$ cat src/rtl/schedule_table_sequencer.sv
// Steps through a register-held schedule table and hands each entry to the
// window checker one LEAD ahead of its absolute start, skipping expired entries.
module schedule_table_sequencer #(
  parameter int DEPTH = 8,
  parameter int LEAD  = 200
) (
  input  logic        clk,
  input  logic        rst_n,
  input  logic        cfg_wr,
  input  logic [2:0]  cfg_addr,
  input  logic [15:0] cfg_port,
  input  logic [15:0] cfg_buffer,
  input  logic [63:0] cfg_start,
  input  logic [63:0] cfg_end,
  input  logic [15:0] cfg_flow,
  input  logic [3:0]  cfg_num,
  input  logic [63:0] cfg_period,
  input  logic        cfg_enable,
  input  logic [63:0] in_global_time,
  input  logic        in_table_rdy,
  output logic        out_table_wr,
  output logic [15:0] out_port_number,
  output logic [15:0] out_buffer_number,
  output logic [63:0] out_window_start,
  output logic [63:0] out_window_end,
  output logic [15:0] out_flow_id,
  output logic        out_busy,
  output logic [2:0]  out_entry_idx,
  output logic [15:0] out_miss_cnt
);

  typedef enum logic [2:0] {IDLE, FETCH, WAIT_RDY, WAIT_LEAD, ISSUE, GUARD} state_t;

  localparam logic [3:0]  DEPTH_N = 4'(DEPTH);
  localparam logic [63:0] LEAD_T  = 64'(LEAD);

  state_t state, next_state;

  logic [15:0] tbl_port   [DEPTH];
  logic [15:0] tbl_buffer [DEPTH];
  logic [15:0] tbl_flow   [DEPTH];
  logic [63:0] tbl_start  [DEPTH];
  logic [63:0] tbl_end    [DEPTH];

  logic [63:0] base, base_adv, abs_start, abs_end;
  logic [3:0]  num_l, num_clamped;
  logic [2:0]  idx, idx_adv;
  logic [15:0] miss_cnt;
  logic        expired, lead_ok, last_entry;

  assign num_clamped = (cfg_num > DEPTH_N) ? DEPTH_N : cfg_num;
  assign expired     = in_global_time > abs_end;
  assign lead_ok     = (in_global_time + LEAD_T) >= abs_start;

  // Finishing the last entry rolls the schedule into the next period.
  assign last_entry  = ({1'b0, idx} + 4'd1) >= num_l;
  assign idx_adv     = last_entry ? 3'd0 : idx + 3'd1;
  assign base_adv    = last_entry ? base + cfg_period : base;

  assign out_entry_idx = idx;
  assign out_miss_cnt  = miss_cnt;

  always_ff @(posedge clk) begin
    if (cfg_wr && state == IDLE) begin
      tbl_port[cfg_addr]   <= cfg_port;
      tbl_buffer[cfg_addr] <= cfg_buffer;
      tbl_flow[cfg_addr]   <= cfg_flow;
      tbl_start[cfg_addr]  <= cfg_start;
      tbl_end[cfg_addr]    <= cfg_end;
    end
  end

  always_ff @(posedge clk) begin
    if (!rst_n) begin
      state <= IDLE;
    end else begin
      state <= next_state;
    end
  end

  // Dropping cfg_enable overrides every transition, including a pending issue.
  always_comb begin
    next_state = state;
    if (!cfg_enable) begin
      next_state = IDLE;
    end else begin
      case (state)
        IDLE:      if (cfg_num != 4'd0) next_state = FETCH;
        FETCH:     next_state = WAIT_RDY;
        WAIT_RDY:  if (in_table_rdy) next_state = WAIT_LEAD;
        WAIT_LEAD: begin
          if (expired) begin
            next_state = FETCH;
          end else if (lead_ok) begin
            next_state = ISSUE;
          end
        end
        ISSUE:     next_state = GUARD;
        GUARD:     next_state = FETCH;
        default:   next_state = IDLE;
      endcase
    end
  end

  always_comb begin
    out_table_wr = (state == ISSUE);
    out_busy     = (state != IDLE);
  end

  always_ff @(posedge clk) begin
    if (!rst_n) begin
      base              <= '0;
      abs_start         <= '0;
      abs_end           <= '0;
      num_l             <= '0;
      idx               <= '0;
      miss_cnt          <= '0;
      out_port_number   <= '0;
      out_buffer_number <= '0;
      out_window_start  <= '0;
      out_window_end    <= '0;
      out_flow_id       <= '0;
    end else if (cfg_enable) begin
      case (state)
        IDLE: begin
          if (cfg_num != 4'd0) begin
            base  <= in_global_time;
            num_l <= num_clamped;
            idx   <= '0;
          end
        end
        FETCH: begin
          abs_start <= base + tbl_start[idx];
          abs_end   <= base + tbl_end[idx];
        end
        WAIT_LEAD: begin
          if (expired) begin
            if (miss_cnt != 16'hFFFF) miss_cnt <= miss_cnt + 16'd1;
            idx  <= idx_adv;
            base <= base_adv;
          end else if (lead_ok) begin
            out_port_number   <= tbl_port[idx];
            out_buffer_number <= tbl_buffer[idx];
            out_flow_id       <= tbl_flow[idx];
            out_window_start  <= abs_start;
            out_window_end    <= abs_end;
          end
        end
        ISSUE: begin
          idx  <= idx_adv;
          base <= base_adv;
        end
        default: ;
      endcase
    end
  end

endmodule

$ cat config.mk
export PLATFORM = sky130hd
export DESIGN_NAME = schedule_table_sequencer
export DESIGN_NICKNAME = d
export VERILOG_FILES = /design/src/rtl/schedule_table_sequencer.sv
export SDC_FILE = /design/constraint.sdc
export NUM_CORES = 2
export LEC_CHECK = 0
export ABC_CLOCK_PERIOD_IN_PS = 22100
export CAP_MARGIN = 20
export CORE_ASPECT_RATIO = 1.2
export CORE_MARGIN = 2
export CORE_UTILIZATION = 50
export DETAILED_ROUTE_END_ITERATION = 7
export GPL_ROUTABILITY_DRIVEN = 0
export PLACE_DENSITY = 0.79
export SETUP_SLACK_MARGIN = 0.3
export SKIP_CTS_REPAIR_TIMING = 1
export SLEW_MARGIN = 25
export SYNTH_ARGS = -nofsm -noshare
export SYNTH_HDL_FRONTEND = slang
export SYNTH_SLANG_ARGS = --single-unit
export TNS_END_PERCENT = 10
$ cat constraint.sdc
create_clock -name clk -period 22.1 [get_ports clk]
set_clock_uncertainty 0.1 [all_clocks]
set_input_delay 5.525 -clock clk [delete_from_list [all_inputs] [get_ports clk]]
set_output_delay 5.525 -clock clk [all_outputs]
set_load 0.005 [all_outputs]
# Word-level counts from Yosys, hierarchy flattened
# Memories as Yosys holds them, arrays and structs flattened. A register that Yosys moved wholly into a read port is not among the register bits.
# Cells that the tools add are included.
[classes]
addsub = 7
order_cmp = 4
n_eq_ne = 10
n_mux = 20
bitwise_logic = 1
reduce_logical = 15
[ops]
columns = ["op", "count"]
rows = [
  ["$add 64x64->64", 3],
  ["$mux 64", 3],
  ["$pmux 64 s3", 1],
  ["$add 64x8->64 const B", 1],
  ["$ge 64x64->1", 1],
  ["$gt 64x64->1", 1],
  ["$mux 3", 11],
  ["$pmux 3 s6", 1],
  ["$add 16x1->16 const B", 1],
  ["$ne 16x16->1 const B", 1],
  ["$reduce_and 4->1", 3],
  ["$pmux 3 s3", 1],
  ["$eq 3x2->1 const B", 2],
  ["$eq 3x3->1 const B", 2],
  ["$reduce_and 3->1", 2],
  ["$reduce_bool 3->1", 2],
  ["$add 3x1->4 const B", 1],
  ["$ge 4x4->1", 1],
  ["$gt 4x4->1 const B", 1],
  ["$mux 4", 1],
  ["$ne 2x2->1 const B", 2],
  ["$reduce_and 2->1", 2],
  ["$reduce_bool 4->1", 1],
  ["$add 3x1->3 const B", 1],
  ["8 further kinds", 11],
]
[totals]
reg_bits = 346
ramBits = 1408
input_bits = 316
output_inout_bits = 197
wordCells = 71
mem_count = 5
[mem_list]
columns = ["name", "words", "width", "rd", "rd_clocked_by_memory_dff", "write_ports", "line_no", "source"]
rows = [
  ["tbl_end", 8, 64, 1, 1, 1, "43", "logic [63:0] tbl_end [DEPTH];"],
  ["tbl_start", 8, 64, 1, 1, 1, "42", "logic [63:0] tbl_start [DEPTH];"],
  ["tbl_buffer", 8, 16, 1, 1, 1, "40", "logic [15:0] tbl_buffer [DEPTH];"],
  ["tbl_flow", 8, 16, 1, 1, 1, "41", "logic [15:0] tbl_flow [DEPTH];"],
  ["tbl_port", 8, 16, 1, 1, 1, "39", "logic [15:0] tbl_port [DEPTH];"],
]

# Depth between registers and ports, before layout
[depth]
word_depth = 7
ltp_mapped = 23
ltp_nobuf = 20

# Worst setup path after synthesis
# Ideal clock, no wire load.
[synth_timing]
kind = "input port to flip-flop"
start = "input cfg_addr[2]"
end = "memory tbl_buffer[0][0], enable pin"
setup_ns = 0.930
t_arrival_ns = 17.636
required_ns = 21.070
setup_slack_ns = 3.434
stages = 1
path_buffers = 0
cell_sequence = "nor3_1"
[synth_lines]
columns = ["item", "line_no", "source"]
rows = [
  ["from (decl)", "10", "input logic [2:0] cfg_addr,"],
  ["to (decl)", "40", ""],
]
# Straight into the memory's write port.

# Worst setup path after layout
[layout_timing]
start = "input in_global_time[15]"
end = "register out_flow_id[8] (read register of tbl_flow)"
[layout_via]
elab_chain_cells = 3
elab_cells_between_ends = 5
cone_classes = "add/sub: 1; order compare: 2; bitwise: 1; reduce/logical: 1"
[layout_lines]
columns = ["item", "line_no", "source"]
rows = [
  ["from (decl)", "19", "input logic [63:0] in_global_time,"],
  ["$add 64x8->64 or $gt 64x64->1 (tied branches)", "53, 52", ""],
  ["$ge 64x64->1 or $not 1->1 (tied branches)", "--", ""],
  ["$reduce_and 4->1 (no line) *", "--", ""],
  ["to (decl)", "26", "output logic [15:0] out_flow_id,"],
]
# Every way passes the cells marked *; elsewhere a longest branch is shown, timed or not.
# A chain may end at the register's enable or synchronous reset.

==> metrics list <==
- Cell count of the worst reg-to-reg path: 15
* Number of global-route vias before repair: between 50k and 60k
- Number of DRC violations after detailed-routing iteration 0: roughly 7.3k
* Initial core utilization: 0.503
- Count of vias placed by the detailed router: about 56k
- The tightest min-delay check is of the reg2reg type.
- Summed over all layers, the routed wires come to 244,000 um.
- Number of distinct library cells after synthesis: a little under 90
- Data on the critical path arrives at its endpoint at about 13 ns.
* First-pass GRT wire length: roughly 350,000 um
- In the layout the commonest cells are sky130_fd_sc_hd__edfxtp_1 (1,408), sky130_fd_sc_hd__nand2_1 (551), sky130_fd_sc_hd__clkdlybuf4s50_1 (511).
- After clock tree synthesis, the clock-pin slew on the worst setup and hold paths is 0.06 ns.
* DPL Wire Length: 165,000 um
- Final net count: approximately 7.1k
- Final Hold Viols: 0
* Post-synthesis sequential area ratio: 0.608
- Cell area after placement: between 80,000 and 90,000 sq um
- The number of nets in the synthesized netlist is around 6.7k.
- Global routing usage summed across all routing layers: 0.285
- Required @ worst endpoint: roughly 23 ns
- Power Density: approximately 79 nW/um^2
* CP endpoint kind: flip-flop
- Detailed-route wire length per cell: between 20 and 30 um
* Synth Instances: slightly above 6k
- Most common flop cell mapped by yosys: sky130_fd_sc_hd__edfxtp_1
- Prior to clock tree synthesis, the placed netlist has a worst setup slack of roughly 8.7 ns.
* TritonCTS Buffers: approximately 170
* EDFF count, synth: between 1k and 1.5k
- The worst register-to-register path has a setup slack of ~15 ns.
- Startpoint-to-endpoint class of the critical path: in2reg
- After synthesis the netlist holds a flip-flop and latch count of ~1.8k.
- Across the run, the number of max-cap violations was 0.
* Share of synthesized flip-flops with an asynchronous set or reset: 0
- Setup repair after global routing left no endpoint under its margin.
* Drt via density: ~6.3
* Total DRC errors in the routed layout: 0
* Post-layout instance count excluding filler cells: roughly 9k
* Buffer depth of the longest clock path: 3
- The floorplan has around 160 rows.
- Before antenna repair, the detailed router went through 8 iterations.
- Yosys Warn Count: 0
- Antenna violations before repair: 64
* Area of the placeable core: 164,000 sq um
- During placement, the flow inserted port buffers numbering roughly 510.
- Leakage power total: 32.0 nW
- The max-slew violation count came to 0.
- Final total negative setup slack: 0 ns
- Die boundary width: about 380 um
- Total grt overflow: 0
- Transition time at the pin with the least slew margin: approximately 1.2 ns
- Die Outline Area: ~170,000 sq um
- VDD sags by at most 78.3 uV.
* Crit path launch type: input port
- Based on the critical path, the design can be clocked at up to around 0.080 GHz.
* Num Clock Sinks: ~1.8k
- Mean instance size in the synthesized netlist: approximately 14 sq um
* Slew headroom: 0.177
* Overall power after layout: 7.54 mW
- After filler insertion, the fill cell instance count of the layout stands at around 12k.
- Setup violations remaining at the end of the flow were counted as 0.
* Clock tree from TritonCTS: done
- Maximum number of pins on one net before global-route repair: between 100 and 150
* Shortest period the worst path allows: between 10 and 15 ns
- Worst setup slack after layout: 9.66 ns
- Along the worst hold path, the cell count comes to 2.
- The flow ran to the end, and the final reports show no timing, DRC or antenna violations.
- With fillers left out, the area of the finished cells amounts to between 90,000 and 100,000 sq um.
- Maximum single-stage delay on the critical path: about 0.79 ns
- Number of instances in the placed design: ~8.5k
* Period Utilization, post-route: 0.563
* Clock Tree Root: sky130_fd_sc_hd__clkbuf_16
- In this run the cell area of the synthesized design comes to 82,600 sq um.
- Most common cell after layout, fill and taps aside: sky130_fd_sc_hd__edfxtp_1
- In the final layout, the share of cells above drive strength 1 is 0.131.
* Number of top-level pins: between 500 and 600
- Clock insertion delay at the later pin of the skew report: between 0.8 and 0.9 ns
* Growth of design area from synthesis to finish: 16.0%
* Y dimension of the die: approximately 450 um
- CTS HTree Levels: 4
- Critical path cell sequence: clkdlybuf4s50_1 -> and4_1 -> and3_1 -> nand4_1 -> nor3_2 -> nor3b_2 -> nor3b_1 -> nand3_1 -> nor2_1 -> and3_1 -> xor2_1 -> ha_1 -> nand4_1 -> nor4_1 -> nand3_1 -> nor4_1 -> o21ai_0 -> a211oi_4 -> buf_4 -> buf_4 -> nor2_1 -> a211oi_1
- In this run the worst path has a maximum fanout of 81.
- Count of nets left with antenna violations after detail routing: 0
- Master of the slowest instance on the critical path: sky130_fd_sc_hd__buf_4
per-stage QoR:
step | hold slack, ns | util
finish | 0.349 | 0.584
global route | 0.377 | 0.584
CTS | 0.359 | 0.583
detailed placement | 0.350 | 0.547
global placement | 0.343 | 0.546
floorplan | 0.332 | -
metal layers:
metal	routed length (um)	GRT usage
met3	30100	0.0896
met4	11000	0.117
met5	344	0
met2	112000	0.450
met1	90500	0.365
synth_stat cells (10+ instances only):
cell,instances,area [sq um]
sky130_fd_sc_hd__mux2i_1,63,631
sky130_fd_sc_hd__edfxtp_1,1408,42300
sky130_fd_sc_hd__and2_1,12,75.1
sky130_fd_sc_hd__nand3_1,231,1160
sky130_fd_sc_hd__a211oi_1,81,608
sky130_fd_sc_hd__ha_1,324,4050
sky130_fd_sc_hd__nor2b_1,15,93.8
sky130_fd_sc_hd__a21o_1,160,1200
sky130_fd_sc_hd__nor4_1,15,93.8
sky130_fd_sc_hd__buf_1,45,169
sky130_fd_sc_hd__nand2b_1,33,206
sky130_fd_sc_hd__a21oi_1,360,1800
sky130_fd_sc_hd__o21ai_0,344,1720
sky130_fd_sc_hd__o21a_1,28,210
sky130_fd_sc_hd__mux2_2,124,1400
sky130_fd_sc_hd__dfxtp_1,397,7950
sky130_fd_sc_hd__xnor2_1,150,1310
sky130_fd_sc_hd__nand2_1,553,2080
sky130_fd_sc_hd__o21bai_1,32,240
sky130_fd_sc_hd__or3_1,13,81.3
sky130_fd_sc_hd__and4_1,15,131
sky130_fd_sc_hd__a31oi_1,41,257
sky130_fd_sc_hd__nor2_1,298,1120
sky130_fd_sc_hd__a311oi_1,22,193
sky130_fd_sc_hd__inv_1,204,766
sky130_fd_sc_hd__nand4_1,96,601
sky130_fd_sc_hd__o211ai_1,26,195
sky130_fd_sc_hd__or4_1,10,75.1
sky130_fd_sc_hd__clkbuf_1,253,950
sky130_fd_sc_hd__nor3_1,47,235
sky130_fd_sc_hd__mux4_2,352,7930
sky130_fd_sc_hd__a211oi_2,10,125
sky130_fd_sc_hd__buf_2,15,75.1
sky130_fd_sc_hd__o31ai_1,10,75.1
sky130_fd_sc_hd__xor2_1,82,718
sky130_fd_sc_hd__buf_4,15,113
sky130_fd_sc_hd__and3_1,40,250
sky130_fd_sc_hd__a221oi_1,20,175
power breakdown:
part	total (mW)	internal, mW	switching [mW]
clock network	3.07	1.73	1.34
logic	0.696	0.260	0.436
registers	3.78	3.73	0.0485
total	7.54	5.72	1.82
worst max-delay path: cells and delay by family:
| kind | cells | cell delay (ns) |
|---|---|---|
| xor+xnor | 1 | 0.09 |
| fa+ha+maj | 1 | 0.30 |
| simple gates | 14 | 4.08 |
| buf+inv | 3 | 2.10 |
| compound gates | 3 | 0.86 |
logic make-up (layout without fill, tap and decap cells):
family / Yosys count / count (layout) / synth area share
DFF: 1805 / 1805 / 0.608
and+or+nand+nor: 1407 / 1407 / 0.0780
AOI/OAI and AO/OA: 1234 / 1234 / 0.0931
muxes: 539 / 539 / 0.121
buffers and inverters: 538 / 1105 / 0.0258
adders and majority gates: 327 / 327 / 0.0498
xor gates and xnor gates: 232 / 232 / 0.0246
other: 0 / 20 / 0
worst paths after layout:
check | start | endpoint
worst max-delay path | in_global_time[15] | out_flow_id[8]
worst min-delay path | abs_end[16] | out_window_end[16]
worst max register to register | flip-flop | abs_end[55]
worst min register to register | abs_end[16] | out_window_end[16]
sequential cells by signal, summed over array words and instances (netlist names), named ones only:
| name | cells |
|---|---|
| base | 64 |
| out_entry_idx | 3 |
| tbl_port | 128 |
| tbl_end | 512 |
| out_window_end | 64 |
| out_miss_cnt | 16 |
| state | 3 |
| tbl_start | 512 |
| out_window_start | 64 |
| abs_start | 64 |
| tbl_buffer | 128 |
| tbl_flow | 128 |
| out_port_number | 16 |
| out_flow_id | 16 |
| abs_end | 64 |
| out_buffer_number | 16 |
| num_l | 4 |
area by class of cell:
type	count	area (sq um)	area share
sequential	1805	50300	0.524
multi-input combinational	3739	30300	0.317
timing repair buffer	576	5790	0.0604
clock buffer	214	4580	0.0478
tap	2145	2680	0.0280
clock inverter	110	1360	0.0142
inverter	205	774	0.00808
antenna	20	50.0	0.000522
Power figures use the tool's default switching activity.
